===== src/rtl/spi_pkg.sv =====
// Shared state encoding and counter sizing for the SPI master.
package spi_pkg;

  typedef enum logic [2:0] {IDLE, LEAD, XFER, TRAIL, GAP} spi_state_t;

  // Width of the SCL toggle counter: it must hold 0..2*data_w.
  function automatic int edge_cnt_w(input int data_w);
    return $clog2(2 * data_w + 1);
  endfunction

endpackage


===== src/rtl/spi_half_tick.sv =====
// SCL half-period timebase: one-clk tick every HALF_DIV cycles while enabled.
module spi_half_tick #(
  parameter int HALF_DIV = 100
) (
  input  logic clk,
  input  logic rst,
  input  logic en,
  output logic tick
);

  localparam int CNT_W = (HALF_DIV > 1) ? $clog2(HALF_DIV) : 1;

  logic [CNT_W-1:0] cnt;

  always_ff @(posedge clk or negedge rst) begin
    if (!rst)
      cnt <= '0;
    else if (!en || tick)
      cnt <= '0;
    else
      cnt <= cnt + 1'b1;
  end

  assign tick = en && (cnt == CNT_W'(HALF_DIV - 1));

endmodule


===== src/rtl/spi_master_cfg.sv =====
// Single-slave SPI master with configurable mode, bit order and SCL divider.
module spi_master_cfg
  import spi_pkg::*;
#(
  parameter int DATA_W    = 12,
  parameter int HALF_DIV  = 100,
  parameter int CPOL      = 0,
  parameter int CPHA      = 1,
  parameter int LSB_FIRST = 0,
  parameter int LEAD_HP   = 2,
  parameter int GAP_HP    = 2
) (
  input  logic              clk,
  input  logic              rst,
  input  logic              start,
  input  logic [DATA_W-1:0] tx_data,
  output logic              busy,
  output logic              done,
  output logic [DATA_W-1:0] rx_data,
  output logic              SCL,
  output logic              SS,
  output logic              MOSI,
  input  logic              MISO
);

  localparam int   ECW      = edge_cnt_w(DATA_W);
  localparam int   PH_MAX   = (LEAD_HP > GAP_HP) ? LEAD_HP : GAP_HP;
  localparam int   PHW      = $clog2(PH_MAX + 1);
  localparam logic IDLE_LVL = (CPOL != 0);

  spi_state_t        state;
  logic [ECW-1:0]    edge_cnt;
  logic [PHW-1:0]    ph_cnt;
  logic [DATA_W-1:0] tx_sr;
  logic [DATA_W-1:0] rx_sr;
  logic              tick;
  logic              accept;
  logic              lead_edge;
  logic              trail_edge;
  logic              last_edge;
  logic              drive_bit;
  logic              sample_bit;

  function automatic logic out_bit(input logic [DATA_W-1:0] sr);
    return (LSB_FIRST != 0) ? sr[0] : sr[DATA_W-1];
  endfunction

  function automatic logic [DATA_W-1:0] shift_tx(input logic [DATA_W-1:0] sr);
    return (LSB_FIRST != 0) ? {1'b0, sr[DATA_W-1:1]} : {sr[DATA_W-2:0], 1'b0};
  endfunction

  function automatic logic [DATA_W-1:0] shift_rx(input logic [DATA_W-1:0] sr, input logic b);
    return (LSB_FIRST != 0) ? {b, sr[DATA_W-1:1]} : {sr[DATA_W-2:0], b};
  endfunction

  spi_half_tick #(.HALF_DIV(HALF_DIV)) u_tick (
    .clk  (clk),
    .rst  (rst),
    .en   (state != IDLE),
    .tick (tick)
  );

  // edge_cnt holds toggles already made, so an even count means the next one is leading.
  assign accept     = (state == IDLE) && start;
  assign lead_edge  = (state == XFER) && tick && !edge_cnt[0];
  assign trail_edge = (state == XFER) && tick &&  edge_cnt[0];
  assign last_edge  = (state == XFER) && tick && (edge_cnt == ECW'(2 * DATA_W - 1));
  assign drive_bit  = (CPHA != 0) ? lead_edge  : (trail_edge && !last_edge);
  assign sample_bit = (CPHA != 0) ? trail_edge : lead_edge;

  // Datapath shift registers carry no reset; their content is qualified by the FSM.
  always_ff @(posedge clk) begin
    if (accept)
      tx_sr <= (CPHA == 0) ? shift_tx(tx_data) : tx_data;
    else if (drive_bit)
      tx_sr <= shift_tx(tx_sr);
    if (sample_bit)
      rx_sr <= shift_rx(rx_sr, MISO);
  end

  always_ff @(posedge clk or negedge rst) begin
    if (!rst) begin
      state    <= IDLE;
      edge_cnt <= '0;
      ph_cnt   <= '0;
      busy     <= 1'b0;
      done     <= 1'b0;
      rx_data  <= '0;
      SCL      <= IDLE_LVL;
      SS       <= 1'b1;
      MOSI     <= 1'b0;
    end else begin
      done <= 1'b0;
      if (drive_bit)
        MOSI <= out_bit(tx_sr);
      case (state)
        IDLE: begin
          if (start) begin
            busy     <= 1'b1;
            SS       <= 1'b0;
            ph_cnt   <= '0;
            edge_cnt <= '0;
            if (CPHA == 0)
              MOSI <= out_bit(tx_data);
            state <= LEAD;
          end
        end
        LEAD: begin
          if (tick) begin
            if (ph_cnt == PHW'(LEAD_HP - 1)) begin
              ph_cnt <= '0;
              state  <= XFER;
            end else begin
              ph_cnt <= ph_cnt + 1'b1;
            end
          end
        end
        XFER: begin
          if (tick) begin
            SCL <= ~SCL;
            if (last_edge) begin
              edge_cnt <= '0;
              state    <= TRAIL;
            end else begin
              edge_cnt <= edge_cnt + 1'b1;
            end
          end
        end
        TRAIL: begin
          if (tick) begin
            SS      <= 1'b1;
            MOSI    <= 1'b0;
            rx_data <= rx_sr;
            done    <= 1'b1;
            state   <= GAP;
          end
        end
        GAP: begin
          if (tick) begin
            if (ph_cnt == PHW'(GAP_HP - 1)) begin
              ph_cnt <= '0;
              busy   <= 1'b0;
              state  <= IDLE;
            end else begin
              ph_cnt <= ph_cnt + 1'b1;
            end
          end
        end
        default: state <= IDLE;
      endcase
    end
  end

endmodule


===== config.mk =====
export PLATFORM = sky130hd
export DESIGN_NAME = spi_master_cfg
export DESIGN_NICKNAME = d
export VERILOG_FILES = /design/src/rtl/spi_pkg.sv /design/src/rtl/spi_half_tick.sv /design/src/rtl/spi_master_cfg.sv
export SDC_FILE = /design/constraint.sdc
export NUM_CORES = 1
export LEC_CHECK = 0
export ABC_CLOCK_PERIOD_IN_PS = 3100
export BUFFER_PORTS_ARGS = -buffer_cell sky130_fd_sc_hd__buf_2
export CAP_MARGIN = 20
export CORE_ASPECT_RATIO = 1.1
export CORE_MARGIN = 2
export CORE_UTILIZATION = 35
export DETAILED_ROUTE_END_ITERATION = 6
export SLEW_MARGIN = 20
export SYNTH_ARGS = -nofsm -noshare
export SYNTH_HDL_FRONTEND = slang
export SYNTH_HIERARCHICAL = 1
export SYNTH_SLANG_ARGS = --single-unit

===== constraint.sdc =====
create_clock -name clk -period 3.1 [get_ports clk]
set_input_delay 0.155 -clock clk [delete_from_list [all_inputs] [get_ports clk]]
set_output_delay 0.155 -clock clk [all_outputs]
set_load 0.05 [all_outputs]

==> results.sh <==
export IMPL_pwr_share_clk=0.429
export IMPL_intPower_mw=1.38
export IMPL_ys_types=41
export IMPL_pwr_share_comb=0.072
export IMPL_routabilityCongestion=0.723
export IMPL_cts_resized=0
export IMPL_hold_depth=2
export IMPL_period_share=0.809
export IMPL_hold_violations=0
export IMPL_slew_violations=0
export IMPL_antenna_found_initial=0
export IMPL_r2r_start="state[1]$_DFFE_PN0P_"
export IMPL_fp_coreArea_sq_mm=0.00697
export IMPL_worst_setup_path_startpoint="state[1]$_DFFE_PN0P_"
export IMPL_hold_start="tx_data[0]"
export IMPL_slowest_delay_ns=0.57
export IMPL_multiInputGateArea_sq_um=843
export IMPL_grt_pass1_vias=1710
export IMPL_seqPwrFrac=0.499
export IMPL_cts_max_level=3
export IMPL_min_to="tx_sr[0]$_SDFFCE_PN0P_"
export IMPL_synth_avg_cell_area_sq_um=11.7
export IMPL_synth_cells=213
export IMPL_cts_sinks=58
export IMPL_syn_num_nets=231
export IMPL_dpl_cell_count=325
export IMPL_grt_setup_unrepaired="false"
export IMPL_vias=1665
export IMPL_synth_most_common_cell="nand2_1"
export IMPL_num_rows=32
export IMPL_p_leak_nw=1.32
export IMPL_die_w_microns=84.5
export IMPL_nFillCells=698
export IMPL_required_ns=3.07
export IMPL_routed_via_density=4.85
export IMPL_cts_clk_slew_worst_paths_ns=0.07
export IMPL_worst_path_max_delay_cell="dfrtp_1"
export IMPL_drt_total_wl_microns=4480
export IMPL_synth_seq_area_share=0.631
export IMPL_regArea_sq_mm=0.00157
export IMPL_hpwl_microns=2990
export IMPL_crit_arrival_ns=2.48
export IMPL_cts_buffer_depth=2
export IMPL_crit_fanout=12
export IMPL_setup_violations_final=0
export IMPL_io_buffer_count=32
export IMPL_status="complete, no violations"
export IMPL_ios=33
export IMPL_synth_edf_count=24
export IMPL_yosysTopAreaCell="dfrtp_1"
export IMPL_first_pass_iters=6
export IMPL_synth_area_sq_mm=0.00249
export IMPL_start_util=0.358
export IMPL_final_nets=271
export IMPL_yosys_area_top_type_share=0.331
export IMPL_pre_cts_slack_ns=0.570
export IMPL_worst_r2r_cell_count=6
export IMPL_path_cells="or3_1 -> inv_1 -> nor3_1 -> nand3b_1 -> nor2_1 -> and2_1"
export IMPL_remaining_drc_errors=0
export IMPL_net_switching_power_mw=0.408
export IMPL_cts_setup_buffers=0
export IMPL_p_sw_frac=0.229
export IMPL_power_mw=1.79
export IMPL_path_buf_inv=1
export IMPL_drt_iter0_drc=78
export IMPL_layout_cells_non_filler=343
export IMPL_hold_class="in -> reg"
export IMPL_insertion_delay_ns=0.33
export IMPL_fin_setup_tns_ns=0
export IMPL_cts_tree="built"
export IMPL_yosys_top_cells_area="dfrtp_1 33%, edfxtp_1 29%, nand2_1 7.5%, mux2_4 4.2%, mux2_2 2.3%"
export IMPL_grt_first_pass_wirelength_microns=7980
export IMPL_fin_skew_ns=0.00731
export IMPL_synth_common_cells="50 x nand2_1, 33 x dfrtp_1, 24 x edfxtp_1, 12 x nor2_1, 9 x a21oi_1"
export IMPL_final_antenna_net_count=0
export IMPL_synth_ff_type="dfrtp_1"
export IMPL_grt_max_degree=35
export IMPL_synthToLayoutAreaGrowth_pct=19.1
export IMPL_startpoint_type="flip-flop"
export IMPL_max_freq_mhz=399
export IMPL_gr_usage_all_layers=0.131
export IMPL_path_class="reg -> reg"
export IMPL_r2r_end="rx_sr[3]$_DFFE_PP_"
export IMPL_drive_gt1_frac=0.256
export IMPL_ys_ff_latch=58
export IMPL_die_h_microns=92.5
export IMPL_critPathTopFamily="simple AND/OR/NAND/NOR gates"
export IMPL_wl_per_cell_microns=13.0
export IMPL_ys_async_sr_fraction=0.586
export IMPL_slew_headroom=0.483
export IMPL_grt_overflow_total=0
export IMPL_fp_dieArea_sq_mm=0.00782
export IMPL_drv_cap=0
export IMPL_cts_buffers=9
export IMPL_rrSetupSlack_ns=0.59
export IMPL_worst_slack_ns=0.593
export IMPL_power_density_mw_per_mm2=602
export IMPL_ir_worst_vdd_mv=0.251
export IMPL_diodes=0
export IMPL_fin_crit_ns=2.51
export IMPL_clock_root_buffer="clkbuf_8"
export IMPL_endpoint_kind="flip-flop"
export IMPL_worstMarginPinSlew_ns=0.776
export IMPL_synth_warnings=6
==> stage by stage <==
step                      area (sq um)  hold slack [ns]  utilization
final                             2970           0.0995        0.426
after global routing              2970           0.0978        0.426
after CTS                         2970           0.0816        0.426
after detailed placement          2730            0.285        0.392
after global placement            2730            0.282        0.392
after floorplan                   2490           -0.141            -
==> power groups by stage <==
stage,Combinational [mW],Clock [mW],Sequential [mW]
2_1_floorplan,0.0911,0,0.898
3_3_place_gp,0.124,0,0.904
3_5_place_dp,0.130,0,0.906
4_1_cts,0.132,0.790,0.892
5_1_grt,0.152,0.828,0.901
6_report,0.129,0.766,0.892
==> layout make-up <==
| class | instances | area share |
|---|---|---|
| flip-flops and latches | 58 | 0.529 |
| multi-input cells | 141 | 0.284 |
| inverters | 5 | 0.00632 |
| well taps | 85 | 0.0358 |
| clock inverters | 5 | 0.0261 |
| clock buffers | 11 | 0.0476 |
| repair buffers | 38 | 0.0708 |
==> sequential cells by signal (all words and copies together), names as in the netlist, 2 cells and up <==
signal      count
u_tick/cnt      7
state           3
edge_cnt        5
ph_cnt          2
rx_sr          12
tx_sr          12
rx_data        12
==> placed cells by master, fill, tap and decap left out, drive strengths merged, types with 2 or more instances in the layout <==
cell type	n
buf	36
o21ai	10
xor2	3
nand2	50
and3	3
nor2b	2
edfxtp	24
nand2b	3
a21oi	9
nand4	2
ha	2
clkbuf	11
nand3	5
inv	5
nor2	12
nand4b	2
or3	3
or2	2
nor3b	2
nand3b	3
and2	3
bufinv	2
nor3	4
clkinv	3
dfrtp	33
mux2	12
dlygate4sd3	2
==> logic make-up (layout without fill, tap and decap cells) <==
| logic type | after synthesis | in the layout | synth area share |
|---|---|---|---|
| xor gates and xnor gates | 4 | 4 | 0.0141 |
| AOI/OAI and AO/OA | 26 | 26 | 0.0637 |
| DFF | 58 | 58 | 0.631 |
| muxes | 12 | 12 | 0.0647 |
| buffers and inverters | 14 | 59 | 0.0311 |
| and+or+nand+nor | 97 | 97 | 0.186 |
| adders and majority gates | 2 | 2 | 0.0100 |
==> worst max path at each step <==
stage	cells past startpoint	endpoint
2_1_floorplan	9	rx_sr[0]$_DFFE_PP_
3_3_place_gp	6	rx_sr[3]$_DFFE_PP_
3_5_place_dp	6	rx_sr[4]$_DFFE_PP_
4_1_cts	6	rx_sr[4]$_DFFE_PP_
5_1_grt	6	rx_sr[3]$_DFFE_PP_
6_report	6	rx_sr[3]$_DFFE_PP_
==> layer usage <==
metal	global-route usage	share of wire	vias up
li1	-	-	819
met1	0.163	0.47	801
met2	0.198	0.46	34
met3	0.0463	0.051	11
met4	0.0728	0.022	0
met5	0	0	-
==> repair_timing <==
item,in CTS,in global routing
endpoints found under the hold margin,34,0
hold buffers,2,0
endpoints found under the setup margin,0,0
(Power assumes the default switching activity.)
